`config.mk`:
```
export PLATFORM = sky130hd
export DESIGN_NAME = uart_tx_frame
export DESIGN_NICKNAME = d
export VERILOG_FILES = /design/src/rtl/uart_tx_frame.sv
export SDC_FILE = /design/constraint.sdc
export NUM_CORES = 1
export LEC_CHECK = 0
export ABC_CLOCK_PERIOD_IN_PS = 2500
export CAP_MARGIN = 5
export CORE_MARGIN = 1.5
export CORE_UTILIZATION = 51
export CTS_CLUSTER_SIZE = 16
export DETAILED_ROUTE_END_ITERATION = 7
export MAX_ROUTING_LAYER = met4
export PLACE_DENSITY = 0.88
export RECOVER_POWER = 100
export SKIP_CTS_REPAIR_TIMING = 1
export SYNTH_ARGS = -nofsm -noshare
export SYNTH_HDL_FRONTEND = slang
export SYNTH_SLANG_ARGS = --single-unit
```
`constraint.sdc`:
```
create_clock -name clk -period 2.5 [get_ports clk]
set_clock_uncertainty 0.1 [all_clocks]
set_input_delay 0.625 -clock clk [delete_from_list [all_inputs] [get_ports clk]]
set_output_delay 0.625 -clock clk [all_outputs]
set_load 0.02 [all_outputs]
```
`src/rtl/uart_tx_frame.sv`:
```
// ---------------------------------------------------------------------------
// uart_tx_frame
//   UART transmitter. Serialises one DATA_WIDTH-bit word per frame, LSB
//   first: start bit, data bits, optional parity bit, STOP_BITS stop bits.
//   Words arrive over a valid/ready handshake so an upstream FIFO or arbiter
//   can stream frames back to back.
//
//   Optional feature macro: UART_TX_PARITY_EN
//     defined   -> a parity bit follows the last data bit. The bit is even
//                  parity, or odd parity when PARITY_ODD = 1.
//     undefined -> no parity state or logic. DATA goes straight to STOP.
//
// Ports
//   clk      in   1           clock
//   arst     in   1           asynchronous reset, active-high
//   s_valid  in   1           word on s_data is valid
//   s_data   in   DATA_WIDTH  word to transmit
//   s_ready  out  1           block can accept a word this cycle (IDLE only)
//   busy     out  1           frame in progress, start through last stop bit
//   done     out  1           one-cycle pulse in the first IDLE cycle after STOP
//   q        out  1           serial line, idle high, driven from a flop
//
// Handshake: a word transfers on a rising clk edge where s_valid && s_ready.
//   The producer may hold s_valid for any time. s_data is only sampled on the
//   transfer edge. s_ready does not depend on s_valid.
// ---------------------------------------------------------------------------
module uart_tx_frame #(
  parameter int CLOCK_RATE = 1_000_000,
  parameter int BAUD_RATE  = 115_200,
  parameter int DATA_WIDTH = 8,
  parameter int STOP_BITS  = 1,
  parameter int PARITY_ODD = 0
) (
  input  logic                  clk,
  input  logic                  arst,
  input  logic                  s_valid,
  input  logic [DATA_WIDTH-1:0] s_data,
  output logic                  s_ready,
  output logic                  busy,
  output logic                  done,
  output logic                  q
);

  localparam int CLK_PER_BIT = CLOCK_RATE / BAUD_RATE;
  localparam int STOP_LEN    = CLK_PER_BIT * STOP_BITS;
  localparam int CW          = $clog2(STOP_LEN) + 1;
  localparam int BW          = $clog2(DATA_WIDTH);

  if (CLK_PER_BIT < 2) begin : g_bad_clk_per_bit
    $error("uart_tx_frame: CLOCK_RATE/BAUD_RATE must be >= 2");
  end
  if (DATA_WIDTH < 5 || DATA_WIDTH > 9) begin : g_bad_data_width
    $error("uart_tx_frame: DATA_WIDTH must be in 5..9");
  end
  if (STOP_BITS != 1 && STOP_BITS != 2) begin : g_bad_stop_bits
    $error("uart_tx_frame: STOP_BITS must be 1 or 2");
  end
  if (PARITY_ODD != 0 && PARITY_ODD != 1) begin : g_bad_parity_odd
    $error("uart_tx_frame: PARITY_ODD must be 0 or 1");
  end

  typedef enum logic [2:0] {
    ST_IDLE   = 3'd0,
    ST_START  = 3'd1,
    ST_DATA   = 3'd2,
`ifdef UART_TX_PARITY_EN
    ST_PARITY = 3'd3,
`endif
    ST_STOP   = 3'd4
  } state_t;

  state_t                state, state_nx;
  logic [CW-1:0]         clk_cnt, clk_cnt_nx;
  logic [BW-1:0]         bit_cnt, bit_cnt_nx;
  logic [DATA_WIDTH-1:0] shreg, shreg_nx;
  logic                  q_r, q_nx;
  logic                  done_r, done_nx;
  logic                  ready_en;
  logic                  accept;
  logic                  bit_end;
  logic                  stop_end;
`ifdef UART_TX_PARITY_EN
  logic                  par_r, par_nx;
`endif

  assign accept   = s_valid && s_ready;
  assign bit_end  = (clk_cnt == CW'(CLK_PER_BIT - 1));
  assign stop_end = (clk_cnt == CW'(STOP_LEN - 1));

  // ready_en keeps s_ready low while arst is high and for the rest of that
  // cycle. s_ready rises at the first clk edge after release.
  always_ff @(posedge clk or posedge arst) begin
    if (arst) ready_en <= 1'b0;
    else      ready_en <= 1'b1;
  end

  always_ff @(posedge clk or posedge arst) begin
    if (arst) begin
      state   <= ST_IDLE;
      clk_cnt <= '0;
      bit_cnt <= '0;
      shreg   <= '0;
      q_r     <= 1'b1;
      done_r  <= 1'b0;
`ifdef UART_TX_PARITY_EN
      par_r   <= 1'b0;
`endif
    end else begin
      state   <= state_nx;
      clk_cnt <= clk_cnt_nx;
      bit_cnt <= bit_cnt_nx;
      shreg   <= shreg_nx;
      q_r     <= q_nx;
      done_r  <= done_nx;
`ifdef UART_TX_PARITY_EN
      par_r   <= par_nx;
`endif
    end
  end

  always_comb begin
    state_nx   = state;
    clk_cnt_nx = clk_cnt + CW'(1);
    bit_cnt_nx = bit_cnt;
    shreg_nx   = shreg;
    done_nx    = 1'b0;
`ifdef UART_TX_PARITY_EN
    par_nx     = par_r;
`endif
    case (state)
      ST_IDLE: begin
        clk_cnt_nx = '0;
        if (accept) begin
          state_nx   = ST_START;
          shreg_nx   = s_data;
          bit_cnt_nx = '0;
`ifdef UART_TX_PARITY_EN
          par_nx     = (^s_data) ^ (PARITY_ODD != 0);
`endif
        end
      end
      ST_START: begin
        if (bit_end) begin
          clk_cnt_nx = '0;
          state_nx   = ST_DATA;
        end
      end
      ST_DATA: begin
        if (bit_end) begin
          clk_cnt_nx = '0;
          if (bit_cnt == BW'(DATA_WIDTH - 1)) begin
            bit_cnt_nx = '0;
`ifdef UART_TX_PARITY_EN
            state_nx   = ST_PARITY;
`else
            state_nx   = ST_STOP;
`endif
          end else begin
            bit_cnt_nx = bit_cnt + BW'(1);
            // The bit on the line is always shreg[0].
            shreg_nx   = shreg >> 1;
          end
        end
      end
`ifdef UART_TX_PARITY_EN
      ST_PARITY: begin
        if (bit_end) begin
          clk_cnt_nx = '0;
          state_nx   = ST_STOP;
        end
      end
`endif
      ST_STOP: begin
        // The stop phase counts all stop bits as one STOP_LEN interval.
        if (stop_end) begin
          clk_cnt_nx = '0;
          state_nx   = ST_IDLE;
          done_nx    = 1'b1;
        end
      end
      default: begin
        clk_cnt_nx = '0;
        state_nx   = ST_IDLE;
      end
    endcase

    // The line level is decoded from the next state and registered. q then
    // changes exactly on the edge that enters a bit, with no decode glitches.
    case (state_nx)
      ST_START:  q_nx = 1'b0;
      ST_DATA:   q_nx = shreg_nx[0];
`ifdef UART_TX_PARITY_EN
      ST_PARITY: q_nx = par_nx;
`endif
      default:   q_nx = 1'b1;
    endcase
  end

  assign s_ready = ready_en && (state == ST_IDLE);
  assign busy    = (state != ST_IDLE);
  assign done    = done_r;
  assign q       = q_r;

endmodule

```
==> flow_summary.toml, run 1 <==
[outcome]
status = "complete, no violations"

[final_layout]
diodes = 0
drive_gt1_share_pct = 12.1
instances_no_fill = 124
syn_to_final_growth_pct = 14.8
postLayoutCellArea_um2 = 1150
final_nets = 114

[placed_design]
hpwlAfterDp_um = 1230
dp_cells = 120
gp_congestion = 0.817
placed_area_um2 = 1160
io_buffers = 14
dp_worst_setup_slack_ns = 0.388

[setup_path]
crit_slowest_cell = "clkdlybuf4s50_1"
worstSetupPathType = "flip-flop to output pin"
r2r_end = "shreg[7]$_DFFE_PP0P_"
critPathRequiredTime_ns = 1.77
max_stage_delay_ns = 0.54
endpoint_kind = "output pin"
crit_chain = "or3_1 -> clkdlybuf4s50_1"
reg2reg_from = "bit_cnt[0]$_DFFE_PP0P_"
cp_data_arrival_time_ns = 1.67
path_max_fanout = 5
reg2reg_slack_ns = 0.21
rr_worst_depth = 5
cp-start-kind = "flip-flop"

[timing]
post-route-min-period_ns = 2.39
final_max_slew_viol_count = 0
max-slew-margin-rel_pct = 26.5
setup_viol = 0
finalWorstSetupSlack_ns = 0.107
max_freq_mhz = 418
hold_viol_final = 0
worst_pin_slew_ns = 1.10
rsz0062_at_grt = "no"
fin_tns_setup_ns = 0
fin_crit_sh_pct = 95.7

[job]
max-cap-violations = 0

[power]
peakVddDrop_v = 0.000295
leakagePower_nw = 0.573
seqPwrFrac_pct = 64.6
power_uw = 527
combPwrFrac_pct = 4.5
switchingPower_uw = 113
p_sw_share_pct = 21.4
power.internal_uw = 415
power.density_nw_per_um2 = 460
p_clk_share_pct = 30.9

[clocking]
insertion_delay_ns = 0.30
h-tree-depth = 1
clk_pin_slew_ns = 0.11
cts_buffers = 3
cts_root_buffer = "clkbuf_4"
cts_buffer_depth = 2
clkSinkCount = 21
cts_tree = "yes"

[detailed_routing]
drc = 0
via_per_inst = 5.51
wl_per_cell_um = 13.7
vias = 683
drtAntennaViolNets = 0
drtPass1Iterations = 6
wl_um = 1700
drtIter0Drc = 10

[synth]
yosysUniqueCellTypes = 32
avgSynthCellArea_um2 = 12.3
async_flop_share_pct = 100
synth_edf_count = 0
netlist_instances = 81
yosysSeqAreaShare_pct = 52.7
syn_area_um2 = 1000
synth_flop_cell = "dfrtp_1"
synth_seq_cells = 21
yosysWarnings = 0
syn_nets = 95

[min_path]
min_path_cells = 1
min-delay-start = "clk_cnt[0]$_DFF_PP0_"
hold-path-endpoint = "clk_cnt[0]$_DFF_PP0_"
worstHoldPathType = "flip-flop to flip-flop"

[global_route]
grt_pass1_wl_um = 2660
grt_remaining_overflow = 0
grt_pass1_vias = 637
grt_max_degree = 22
antenna_found_initial = 0
grtUsageTotal_pct = 17.6

[floorplan]
core_um2 = 1780
die_w_um = 47.3
start_util_pct = 56.1
io_pins = 15
die_height_um = 47.3
rows = 15
die_area_um2 = 2230
how the worst max path moves through the flow:
stage | from | to | slack (ns) | cells past startpoint
6_report | state[2]$_DFF_PP0_ | busy | 0.11 | 2
4_1_cts | state[2]$_DFF_PP0_ | s_ready | 0.05 | 2
3_5_place_dp | state[2]$_DFF_PP0_ | s_ready | 0.39 | 2
3_3_place_gp | state[0]$_DFF_PP0_ | s_ready | 0.43 | 2
5_1_grt | state[2]$_DFF_PP0_ | busy | 0.03 | 2
2_1_floorplan | state[0]$_DFF_PP0_ | bit_cnt[0]$_DFFE_PP0P_ | 0.71 | 6
cell families after synthesis:
family | count (synthesis) | share of synthesized area (%)
muxes | 1 | 1.50
DFF | 21 | 52.7
other | 1 | 0.375
AOI/OAI and AO/OA | 23 | 17.8
buffers and inverters | 4 | 3.38
adders and majority gates | 3 | 3.76
xor gates and xnor gates | 1 | 0.876
and+or+nand+nor | 27 | 19.6
metal layers:
| metal | vias up | routed length (um) | track usage (%) |
|---|---|---|---|
| li1 | 330 | - | - |
| met1 | 335 | 824 | 23.6 |
| met2 | 14 | 812 | 26.2 |
| met3 | 4 | 32 | 2.31 |
| met4 | 0 | 28 | 8.33 |
| met5 | - | 0 | - |
through the flow:
| stage | hold WS (ns) | util (%) |
|---|---|---|
| after floorplan | 0.344 | - |
| after global placement | 0.359 | 65.1 |
| after detailed placement | 0.366 | 65.1 |
| after CTS | 0.381 | 66.6 |
| after global routing | 0.408 | 64.4 |
| final | 0.378 | 64.4 |
worst max-delay path, delay by kind of cell (launching register included):
family | cells | cell delay, ns
simple gates | 1 | 0.37
flops | 1 | 0.46
buf+inv | 1 | 0.54
power by group through the flow:
stage	sequential (mW)	clock, mW	combinational (mW)
final	0.341	0.163	0.0236
after global placement	0.347	0	0.0248
after global routing	0.341	0.185	0.0259
after CTS	0.341	0.164	0.0251
after detailed placement	0.347	0	0.0251
after floorplan	0.347	0	0.00598
registers in the layout, indices dropped and copies added, names as in the netlist:
signal    flops
q             1
clk_cnt       4
shreg         8
ready_en      1
state         3
done          1
bit_cnt       3
final cells by class:
| cell class | count | area [um^2] |
|---|---|---|
| clock buffers | 3 | 22.5 |
| clock inverters | 1 | 5.00 |
| fillers | 137 | 636 |
| inverters | 2 | 7.51 |
| multi-input cells | 56 | 409 |
| flip-flops and latches | 21 | 527 |
| well taps | 25 | 31.3 |
| repair buffers | 16 | 145 |
synthesized netlist by cell type (2+ instances only):
master,count,share of area (%)
dfrtp_1,20,50
o21ai_0,2,1.0
inv_1,2,0.75
nor2_1,6,2.3
nor3_1,4,2.0
nand2b_1,2,1.3
nand2_1,3,1.1
nor2_2,2,1.3
a22o_1,8,7.0
ha_1,3,3.8
a21o_1,6,4.5
a21oi_1,3,1.5
layout by cell type, fill, tap and decap left out, drive strengths merged, types with 2 or more instances in the layout:
cell type | netlist | routed
nor2 | 8 | 8
a21o | 6 | 6
ha | 3 | 3
nand2b | 2 | 2
clkdlybuf4s50 | 0 | 10
nand2 | 3 | 3
nor3 | 5 | 5
a22o | 8 | 8
nand3b | 2 | 2
clkbuf | 0 | 5
a21oi | 3 | 3
dlygate4sd3 | 0 | 3
o21ai | 2 | 2
dfrtp | 20 | 20
inv | 2 | 2
(Power assumes the default switching activity.)
==> inputs of run 2 (changes only) <==
- ABC_CLOCK_PERIOD_IN_PS: 2500 -> unset
==> results of run 2 <==
Same layout as run 1: the final DEF is identical, and so are final timing and power.
